## src/rtl/pc_fetch_ctrl.sv

```systemverilog
// Program counter and fetch sequencer: forms the next PC, stalls on `in` until the
// operator confirms, freezes on halt, and raises commit to gate architectural writes.
module pc_fetch_ctrl #(
    parameter int                    ADDR_WIDTH = 10,
    parameter logic [ADDR_WIDTH-1:0] RESET_PC   = '0
) (
    input  logic                  clock,
    input  logic                  reset,
    input  logic [1:0]            MUX_PC,
    input  logic                  halt,
    input  logic                  FLAG_input,
    input  logic                  input_confirm,
    input  logic [15:0]           IMD,
    input  logic [25:0]           address,
    input  logic [31:0]           data,
    output logic [ADDR_WIDTH-1:0] PC,
    output logic [31:0]           PC_plus1,
    output logic                  commit,
    output logic                  waiting,
    output logic                  halted,
    output logic [31:0]           retired
);

    localparam logic [1:0] ST_RUN     = 2'd0;
    localparam logic [1:0] ST_WAIT_IN = 2'd1;
    localparam logic [1:0] ST_HALTED  = 2'd2;

    logic [1:0]            state;
    logic [1:0]            state_next;
    logic                  confirm_q;
    logic                  confirm_rise;
    logic [ADDR_WIDTH-1:0] pc_inc;
    logic [ADDR_WIDTH-1:0] pc_next;
    logic [31:0]           imd_ext;
    logic [31:0]           branch_sum;
    logic                  unused_bits;

    assign confirm_rise = input_confirm & ~confirm_q;
    assign pc_inc       = PC + 1'b1;
    assign PC_plus1     = 32'(pc_inc);

    // Branch target is formed at full width and truncated, which gives the modular wrap.
    assign imd_ext    = {{16{IMD[15]}}, IMD};
    assign branch_sum = 32'(pc_inc) + imd_ext;

    assign unused_bits = ^{branch_sum[31:ADDR_WIDTH], address[25:ADDR_WIDTH], data[31:ADDR_WIDTH]};

    always_comb begin
        pc_next = pc_inc;
        unique case (MUX_PC)
            2'd0:    pc_next = pc_inc;
            2'd1:    pc_next = branch_sum[ADDR_WIDTH-1:0];
            2'd2:    pc_next = address[ADDR_WIDTH-1:0];
            2'd3:    pc_next = data[ADDR_WIDTH-1:0];
            default: pc_next = pc_inc;
        endcase
    end

    // halt outranks FLAG_input; a confirm edge in RUN lets `in` complete with no wait.
    always_comb begin
        state_next = state;
        commit     = 1'b0;
        case (state)
            ST_RUN: begin
                if (halt) begin
                    state_next = ST_HALTED;
                end else if (FLAG_input && !confirm_rise) begin
                    state_next = ST_WAIT_IN;
                end else begin
                    commit = 1'b1;
                end
            end
            ST_WAIT_IN: begin
                if (!FLAG_input) begin
                    state_next = ST_RUN;
                end else if (confirm_rise) begin
                    commit     = 1'b1;
                    state_next = ST_RUN;
                end
            end
            ST_HALTED: begin
                state_next = ST_HALTED;
            end
            default: begin
                state_next = ST_RUN;
            end
        endcase
    end

    always_ff @(posedge clock) begin
        if (reset) begin
            PC        <= RESET_PC;
            state     <= ST_RUN;
            waiting   <= 1'b0;
            halted    <= 1'b0;
            retired   <= '0;
            confirm_q <= 1'b0;
        end else begin
            confirm_q <= input_confirm;
            state     <= state_next;
            waiting   <= (state_next == ST_WAIT_IN);
            halted    <= (state_next == ST_HALTED);
            if (commit) begin
                PC <= pc_next;
                if (retired != 32'hFFFF_FFFF) begin
                    retired <= retired + 32'd1;
                end
            end
        end
    end

endmodule

```

## config.mk

```make
export PLATFORM = sky130hd
export DESIGN_NAME = pc_fetch_ctrl
export DESIGN_NICKNAME = d
export VERILOG_FILES = /design/src/rtl/pc_fetch_ctrl.sv
export SDC_FILE = /design/constraint.sdc
export NUM_CORES = 1
export LEC_CHECK = 0
export ABC_AREA = 1
export ABC_CLOCK_PERIOD_IN_PS = 3000
export CELL_PAD_IN_SITES_DETAIL_PLACEMENT = 0
export CELL_PAD_IN_SITES_GLOBAL_PLACEMENT = 2
export CORE_ASPECT_RATIO = 0.8
export CORE_MARGIN = 2
export CORE_UTILIZATION = 21
export CTS_CLUSTER_SIZE = 8
export DETAILED_ROUTE_END_ITERATION = 8
export PLACE_DENSITY_LB_ADDON = 0.12
export SKIP_CTS_REPAIR_TIMING = 1
export SLEW_MARGIN = 0
export SYNTH_ARGS = -nofsm -noshare
export SYNTH_HDL_FRONTEND = slang
export SYNTH_SLANG_ARGS = --single-unit
export TNS_END_PERCENT = 50
```

## constraint.sdc

```tcl
create_clock -name clock -period 3 [get_ports clock]
set_clock_uncertainty 0.2 [all_clocks]
set_input_delay 0.45 -clock clock [delete_from_list [all_inputs] [get_ports clock]]
set_output_delay 0.45 -clock clock [all_outputs]
set_load 0.03 [all_outputs]
```

======== After elaboration in Yosys (flattened, before gate mapping) ========
Cells that the tools add are included.
word-level totals
  register bits ........................... 47
  input bits .............................. 81
  output and inout bits ................... 77
  logic and storage cells ................. 35
cells by class
  $add $sub $neg .......................... 3
  eq/ne operators ......................... 8
  mux-type cells .......................... 11
  bitwise gates (word level) .............. 2
  reductions and logical operators ........ 5
operator list
  cell                                                              number
  10-bit case mux with 4 select lines                               1
  32-bit by 1-bit adder with 32-bit output (second input constant)  1
  32-bit != test (second input constant)                            1
  10-bit by 1-bit adder with 10-bit output (second input constant)  1
  10-bit adder                                                      1
  2-bit == test (second input constant)                             4
  2-bit two-way mux                                                 4
  2-bit by 1-bit == test with 1-bit output (second input constant)  3
  2-bit case mux with 3 select lines                                1
  2-bit logical NOT                                                 2
  1-bit two-way mux                                                 4
  1-bit case mux with 2 select lines                                1
  2-bit AND reduction                                               1
  1-bit AND                                                         1
  1-bit logical AND                                                 1
  1-bit logical NOT                                                 1
  1-bit NOT                                                         1

======== Longest topological paths before layout ========
Gate-level depths: netlist of the first run.
  word-level depth ........................ 8
  depth in mapped cells ................... 19
  mapped depth without buffers ............ 19

======== Least setup slack after synthesis of the first run ========
No wires, ideal clock.
  path kind ............................... flip-flop to flip-flop
  start ................................... reg PC[0]
  end ..................................... reg PC[6]
  setup time .............................. 0.109 ns
  data arrival time ....................... 2.693 ns
  data required time ...................... 2.691 ns
  setup slack ............................. -0.002 ns
  stages on the path, launching flop included .. 13
  path buffers ............................ 0
  clock period less this slack ............ 3.002 ns
  cell sequence ........................... dfxtp_1 nand3_1 nor2_1 xor2_1 ha_1 inv_1 o21bai_1 o21bai_1 or2_2 nand3_1 nand4_1 nand2_1 inv_1
on the way
  cells in the longest elaborated chain, start to end .. 3
ends and longest elaborated chain
  item                                      RTL line  source
  start: declaration                        16        output logic [ADDR_WIDTH-1:0] PC,
  start signal: assignment                  104       PC <= pc_next;
  10-bit by 1-bit adder with 10-bit output  39        assign pc_inc = PC + 1'b1;
  net PC_plus1[5]                           17        output logic [31:0] PC_plus1,
  10-bit adder                              44        assign branch_sum = 32'(pc_inc) + imd_ext;
  10-bit case mux with 4 select lines       50        unique case (MUX_PC)
The timed path passes the listed nets, and every way through them passes these cells.
A chain may end at the register's enable or synchronous reset.

======== Worst setup path in the final report of the first run ========
  start ................................... reg PC[0]
  end ..................................... out PC_plus1[8]
on the way
  cells in the longest elaborated chain, start to end .. 1
ends and longest elaborated chain
  item                                      RTL line
  10-bit by 1-bit adder with 10-bit output  39
  end: declaration                          17
Every way passes these cells.

==> summary.md, run 1 <==
### GRT
- initial antenna violation count: 0
- global-route wire length before repair: 19420 um
- global route overflow: 0
- via count of the first global-routing pass: 3466
- combined global-route utilization of all metal layers: 14.03%
- largest net degree at the start of global routing: 42

### Clock tree
- number of sinks driven by the clock tree: 47
- maximum clock path buffer count: 2
- total number of H-tree levels: 2
- clock-pin slew on the worst setup and hold paths: 0.07 ns
- master cell of the clock root buffer: clkbuf_16
- clock tree from TritonCTS: yes
- TritonCTS Buffers: 5
- Clock Latency Late Sink: 0.30 ns

### Route
- number of design-rule violations left by the first detailed-router iteration: 200
- average routed wire per standard cell: 14.14 um
- final wirelength: 12200 um
- remaining number of nets flagged by the antenna check after routing: 0
- iteration count of the initial detailed-routing pass: 4
- Via density: 4.253
- number of remaining DRC errors: 0
- number of vias after detailed routing: 3670

### Floorplanning
- core area: 16400 um^2
- standard-cell row count: 42
- die outline area: 17660 um^2
- die width: 148.1 um
- die span in y: 119.3 um
- effective utilization at floorplan: 21.27%
- number of top-level pins: 158

### Setup path
- CP max stage cell: clkdlybuf4s50_1
- count of buffering cells on the critical path with inverters included: 3
- CP Class: reg2out
- sort of element at the end of the critical path: output port
- required time at the worst-slack endpoint: 2.35 ns
- cell occurring most often along the worst timing path: inv_1
- CP startpoint kind: flip-flop
- delay-heaviest family, CP: buffers and inverters
- delay of the slowest cell on the worst path: 0.68 ns
- data arrival time of the critical path: 2.18 ns
- largest fanout on the critical path: 3
- list of cells traversed by the critical path: ha_1 -> nand2_1 -> nor2_2 -> inv_1 -> nor3_2 -> xnor2_1 -> inv_1 -> clkdlybuf4s50_1

### Final layout
- synthesis-to-finish area growth: 37.64%
- fill count: 1847
- number of standard cells in the layout, taps in and fillers out: 863
- post-route design area: 4800 um^2
- Nets: 736
- number of antenna repair diodes: 0
- layout cell share with drive strength beyond 1: 6.687%

### Synth
- count of synthesis-stage warnings from yosys: 0
- number of distinct library cells after synthesis: 39
- Seq/Total Area, Yosys: 26.98%
- cell area after synthesis: 3487 um^2
- Mapped Cells: 545
- Avg Synthesized Cell Area: 6.398 um^2
- Seq cells post-synth: 47

### Timing
- final setup slack of the worst path: 0.1656 ns
- final hold slack: 0.2878 ns
- Worst Tran Pin Value: 0.5265 ns
- final worst-path cycle share: 94.48%
- achievable frequency: 352.8 MHz
- number of max-slew violations in the final report: 0
- final setup violation count: 0
- post-layout min period: 2.834 ns
- worst rel slew slack: 64.85%
- RSZ-0062 raised after global routing: true
- final hold violation count: 0

### Place
- Port Buffers: 91
- post-place setup slack: 0.1185 ns
- final RePlAce weighted congestion: 0.8375
- instance count after placement with tap cells included: 855
- HPWL after detailed placement: 9821 um
- total cell area at the placement stage: 4619 um^2

### Run status
- result of the run: complete, no violations

### Job
- maximum capacitance violations: 0

### Power and ir drop
- maximum vdd ir drop: 0.0001841 V
- ratio of total power to cell area: 351.5 nW/um^2
- Leak: 1.936 nW

### Min path
- Hold/Removal Path Class: reg2reg

-- metrics by stage --
stage               utilization (%)  total power, mW   TNS [ns]
floorplan                         -           0.9695          0
global placement              28.17            1.119          0
detailed placement            28.17            1.120          0
CTS                           29.08            1.721  -0.005082
global route                  29.27            1.799   -0.01218
finish                        29.27            1.687          0
-- layer usage --
layer,vias up,track usage [%],share of wire [%]
li1,1915,-,-
met1,1655,22.44,54
met2,92,19.30,39
met3,8,2.644,5.9
met4,0,2.321,0.66
met5,-,0,0
-- power by group --
part	leakage, nW	internal [mW]	switching, mW	total, mW
clock	0.0746	0.314	0.272	0.586
combinational	1.48	0.172	0.274	0.446
sequential	0.381	0.640	0.0153	0.655
total	1.94	1.13	0.561	1.69
-- registers in the layout (all words and copies together), names as in the netlist --
name and count:
confirm_q 1, state 2, retired 32, waiting 1, PC 10, halted 1
-- layout make-up --
| class | instances | area [um^2] | share of cell area [%] |
|---|---|---|---|
| multi-input combinational | 421 | 2185 | 45.52 |
| timing repair buffer | 105 | 1018 | 21.22 |
| sequential | 47 | 940.9 | 19.60 |
| tap | 220 | 275.3 | 5.735 |
| inverter | 62 | 232.7 | 4.849 |
| clock buffer | 5 | 125.1 | 2.607 |
| clock inverter | 3 | 22.52 | 0.4692 |
-- worst register-to-register path: stages (launching register included) --
cell and delay [ns]:
dfxtp_1 0.34, ha_1 0.18, nand2_1 0.11, nor2_2 0.12, inv_1 0.09, nor3_2 0.13, xnor2_1 0.17, inv_1 0.12
ha_4 0.30, nand2_1 0.09, nor2_1 0.14, nand3_1 0.10, nand3_1 0.15, inv_1 0.05, nand3_1 0.06, nand3_1 0.06
nand2_1 0.07, nand2_1 0.05, a21oi_1 0.13
-- cell usage in the layout, fill, tap and decap left out, drive strengths merged, types with 10 or more instances in the layout --
cell type	instances
a21oi	45
nand3	24
nor2	54
conb	22
nand2	158
xnor2	10
nor3	20
inv	63
clkdlybuf4s50	88
nand4	15
buf	15
dfxtp	47
xor2	19
o21ai	13
ha	12
-- worst paths after layout --
check,start,slack (ns),end,cells past startpoint
worst max-delay path,PC[0],0.17,PC_plus1[8],8
worst min-delay path,state[0],0.29,state[1],1
worst max register to register,PC[0],0.27,PC[9],18
worst min register to register,state[0],0.29,state[1],1
-- cell families (layout without fill, tap and decap cells) --
family                   Yosys count  count (layout)  synth area share, %
AND/OR/NAND/NOR                  278             278                34.05
flip-flops                        47              47                26.98
AO/OA/AOI/OAI                     79              79                13.06
buffers and inverters             98             175                13.63
other                              1              22               0.1075
adder cells (fa/ha/maj)           13              13                4.880
XOR/XNOR                          29              29                7.284
-- synth_stat cells, drive strengths merged --
cell | count | share of area, %
a31oi | 2 | 0.36
o211ai | 1 | 0.22
xor2 | 19 | 4.8
buf | 31 | 6.4
nor2 | 54 | 6.1
nand3b | 1 | 0.22
a21oi | 45 | 6.5
nor3 | 20 | 3.2
a21boi | 1 | 0.22
clkinv | 1 | 0.11
and2 | 1 | 0.18
o21bai | 6 | 1.3
nor4 | 2 | 0.36
clkbuf | 5 | 0.54
or2 | 3 | 0.54
nand4 | 15 | 2.7
a211oi | 2 | 0.43
nand2 | 158 | 17
inv | 61 | 6.6
ha | 12 | 4.3
fa | 1 | 0.57
xnor2 | 10 | 2.5
o21ai | 13 | 1.9
a221oi | 6 | 1.5
o2111ai | 1 | 0.25
conb | 1 | 0.11
dfxtp | 47 | 27
a22o | 1 | 0.25
a21o | 1 | 0.22
nand3 | 24 | 3.6
(Power assumes the default switching activity.)
==> run 2, diff against run 1 <==
--- a/config.mk
+++ b/config.mk
@@ -7,6 +7,7 @@
 export LEC_CHECK = 0
 export ABC_AREA = 1
 export ABC_CLOCK_PERIOD_IN_PS = 3000
+export CAP_MARGIN = 20
 export CELL_PAD_IN_SITES_DETAIL_PLACEMENT = 0
 export CELL_PAD_IN_SITES_GLOBAL_PLACEMENT = 2
 export CORE_ASPECT_RATIO = 0.8
@@ -14,8 +15,10 @@
 export CORE_UTILIZATION = 21
 export CTS_CLUSTER_SIZE = 8
 export DETAILED_ROUTE_END_ITERATION = 8
+export HOLD_SLACK_MARGIN = 0.03
 export PLACE_DENSITY_LB_ADDON = 0.12
 export SKIP_CTS_REPAIR_TIMING = 1
+export SKIP_LAST_GASP = 1
 export SLEW_MARGIN = 0
 export SYNTH_ARGS = -nofsm -noshare
 export SYNTH_HDL_FRONTEND = slang
==> summary.md, run 2 (synthesized netlist as in run 1, its figures left out) <==
### Final layout
- number of antenna repair diodes: 0, unchanged
- synthesis-to-finish area growth: 37.50%
- Nets: 736, unchanged
- top library cells by usage in the layout, fill and taps aside: 155 x nand2_1, 89 x clkdlybuf4s50_1, 58 x inv_1
- post-route design area: 4795 um^2, -0.10%
- most common cell after layout, fill and taps aside: nand2_1
- layout cell share with drive strength beyond 1: 6.532%, -0.16 points
- fill count: 1847, unchanged
- most flop-heavy register: retired
- flip-flop count of the largest register after layout: 32, unchanged
- sequential standard cell area: 940.9 um^2, unchanged
- registers with the most flip-flops: retired x32, PC x10, state x2
- multi-input combinational cell area: 2182 um^2, -0.11%

### GRT
- combined global-route utilization of all metal layers: 14.03%, unchanged
- global-route wire length before repair: 19420 um, unchanged
- via count of the first global-routing pass: 3466, unchanged
- largest net degree at the start of global routing: 42, unchanged
- global route overflow: 0, unchanged
- initial antenna violation count: 0, unchanged

### Timing
- RSZ-0062 raised after global routing: true
- setup tns final: 0 ns, unchanged
- final setup slack of the worst path: 0.08967 ns, -0.07590 ns
- Worst Tran Pin Value: 0.5265 ns, unchanged
- final setup violation count: 0, unchanged
- achievable frequency: 343.6 MHz, -2.6%
- worst rel slew slack: 64.85%, unchanged
- final worst-path cycle share: 97.01%, +2.5 points
- post-layout min period: 2.910 ns, +0.07590 ns
- final hold violation count: 0, unchanged
- number of max-slew violations in the final report: 0, unchanged

### Setup path
- CP startpoint kind: flip-flop
- reg2reg start: PC[0]
- sort of element at the end of the critical path: output port
- CP Class: reg2out
- largest fanout on the critical path: 4, +1
- required time at the worst-slack endpoint: 2.35 ns, about the same
- critical path startpoint: PC[0]
- data arrival time of the critical path: 2.26 ns, +0.08 ns

### Floorplanning
- die width: 148.1 um, unchanged
- die outline area: 17660 um^2, unchanged
- effective utilization at floorplan: 21.27%, unchanged
- standard-cell row count: 42, unchanged
- core area: 16400 um^2, unchanged
- number of top-level pins: 158, unchanged
- die span in y: 119.3 um, unchanged

### Route
- Via density: 4.257, +0.11%
- number of remaining DRC errors: 0, unchanged
- final wirelength: 12210 um, about the same
- number of design-rule violations left by the first detailed-router iteration: 200, unchanged
- remaining number of nets flagged by the antenna check after routing: 0, unchanged
- number of vias after detailed routing: 3674, +0.11%
- average routed wire per standard cell: 14.14 um, about the same
- iteration count of the initial detailed-routing pass: 6, +2

### Clock tree
- maximum clock path buffer count: 2, unchanged
- clock-pin slew on the worst setup and hold paths: 0.07 ns, about the same
- TritonCTS Buffers: 5, unchanged
- total number of H-tree levels: 2, unchanged
- clock tree from TritonCTS: yes
- Clock Latency Late Sink: 0.30 ns, about the same
- number of sinks driven by the clock tree: 47, unchanged
- master cell of the clock root buffer: clkbuf_16

### Run status
- result of the run: complete, no violations

### Power and ir drop
- Leak: 1.919 nW, -0.89%
- maximum vdd ir drop: 0.0001840 V, about the same
- ratio of total power to cell area: 352.0 nW/um^2, +0.16%
- PnR Total Power: 1.688 mW, about the same

### Place
- total cell area at the placement stage: 4619 um^2, unchanged
- final RePlAce weighted congestion: 0.8375, unchanged
- post-place setup slack: 0.1185 ns, unchanged
- Port Buffers: 91, unchanged
- HPWL after detailed placement: 9821 um, unchanged

### Min path
- Hold/Removal Path Class: reg2reg
- start point of the worst min-delay path: state[0]

### Job
- maximum capacitance violations: 0, unchanged

-- run 2: final timing paths --
path	to	slack (ns)	cells past startpoint
worst min-delay path	state[1]	0.29	1
worst max-delay path	PC_plus1[7]	0.09	6
worst min register to register	state[1]	0.29	1
worst max register to register	PC[9]	0.25	18
-- run 2: where the power goes --
group / switching, mW / internal [mW] / leakage (nW) / total, mW
combinational: 0.274 / 0.172 / 1.46 / 0.447
sequential: 0.0153 / 0.640 / 0.381 / 0.655
clock: 0.272 / 0.314 / 0.0746 / 0.586
total: 0.561 / 1.13 / 1.92 / 1.69
-- run 2: layer usage --
metal  global-route usage [%]  vias up  share of wire [%]
met3                    2.644        8                5.6
met1                    22.44     1662                 54
met4                    2.321        0               0.66
met2                    19.30       92                 39
met5                        0        -                  0
li1                         -     1912                  -
-- run 2: cell type report --
| type | count | area share [%] |
|---|---|---|
| Multi-Input combinational cell | 421 | 45.51 |
| Inverter | 62 | 4.854 |
| Timing Repair Buffer | 105 | 21.19 |
| Clock buffer | 5 | 2.610 |
| Tap cell | 220 | 5.741 |
| Sequential cell | 47 | 19.62 |
| Clock inverter | 3 | 0.4697 |
-- run 2: per-stage QoR --
stage	util (%)	std cells	hold slack [ns]
global route	29.24	863	0.3125
global placement	28.17	855	0.2696
finish	29.24	863	0.2878
detailed placement	28.17	855	0.2811
floorplan	-	566	0.2456
CTS	29.08	863	0.2910
-- run 2: critical path: stages, from the launching register on --
cell and delay (ns):
dfxtp_1 0.34, buf_4 0.13, nand3_1 0.18, nor3_2 0.21
xor2_1 0.27, buf_4 0.17, clkdlybuf4s50_1 0.66
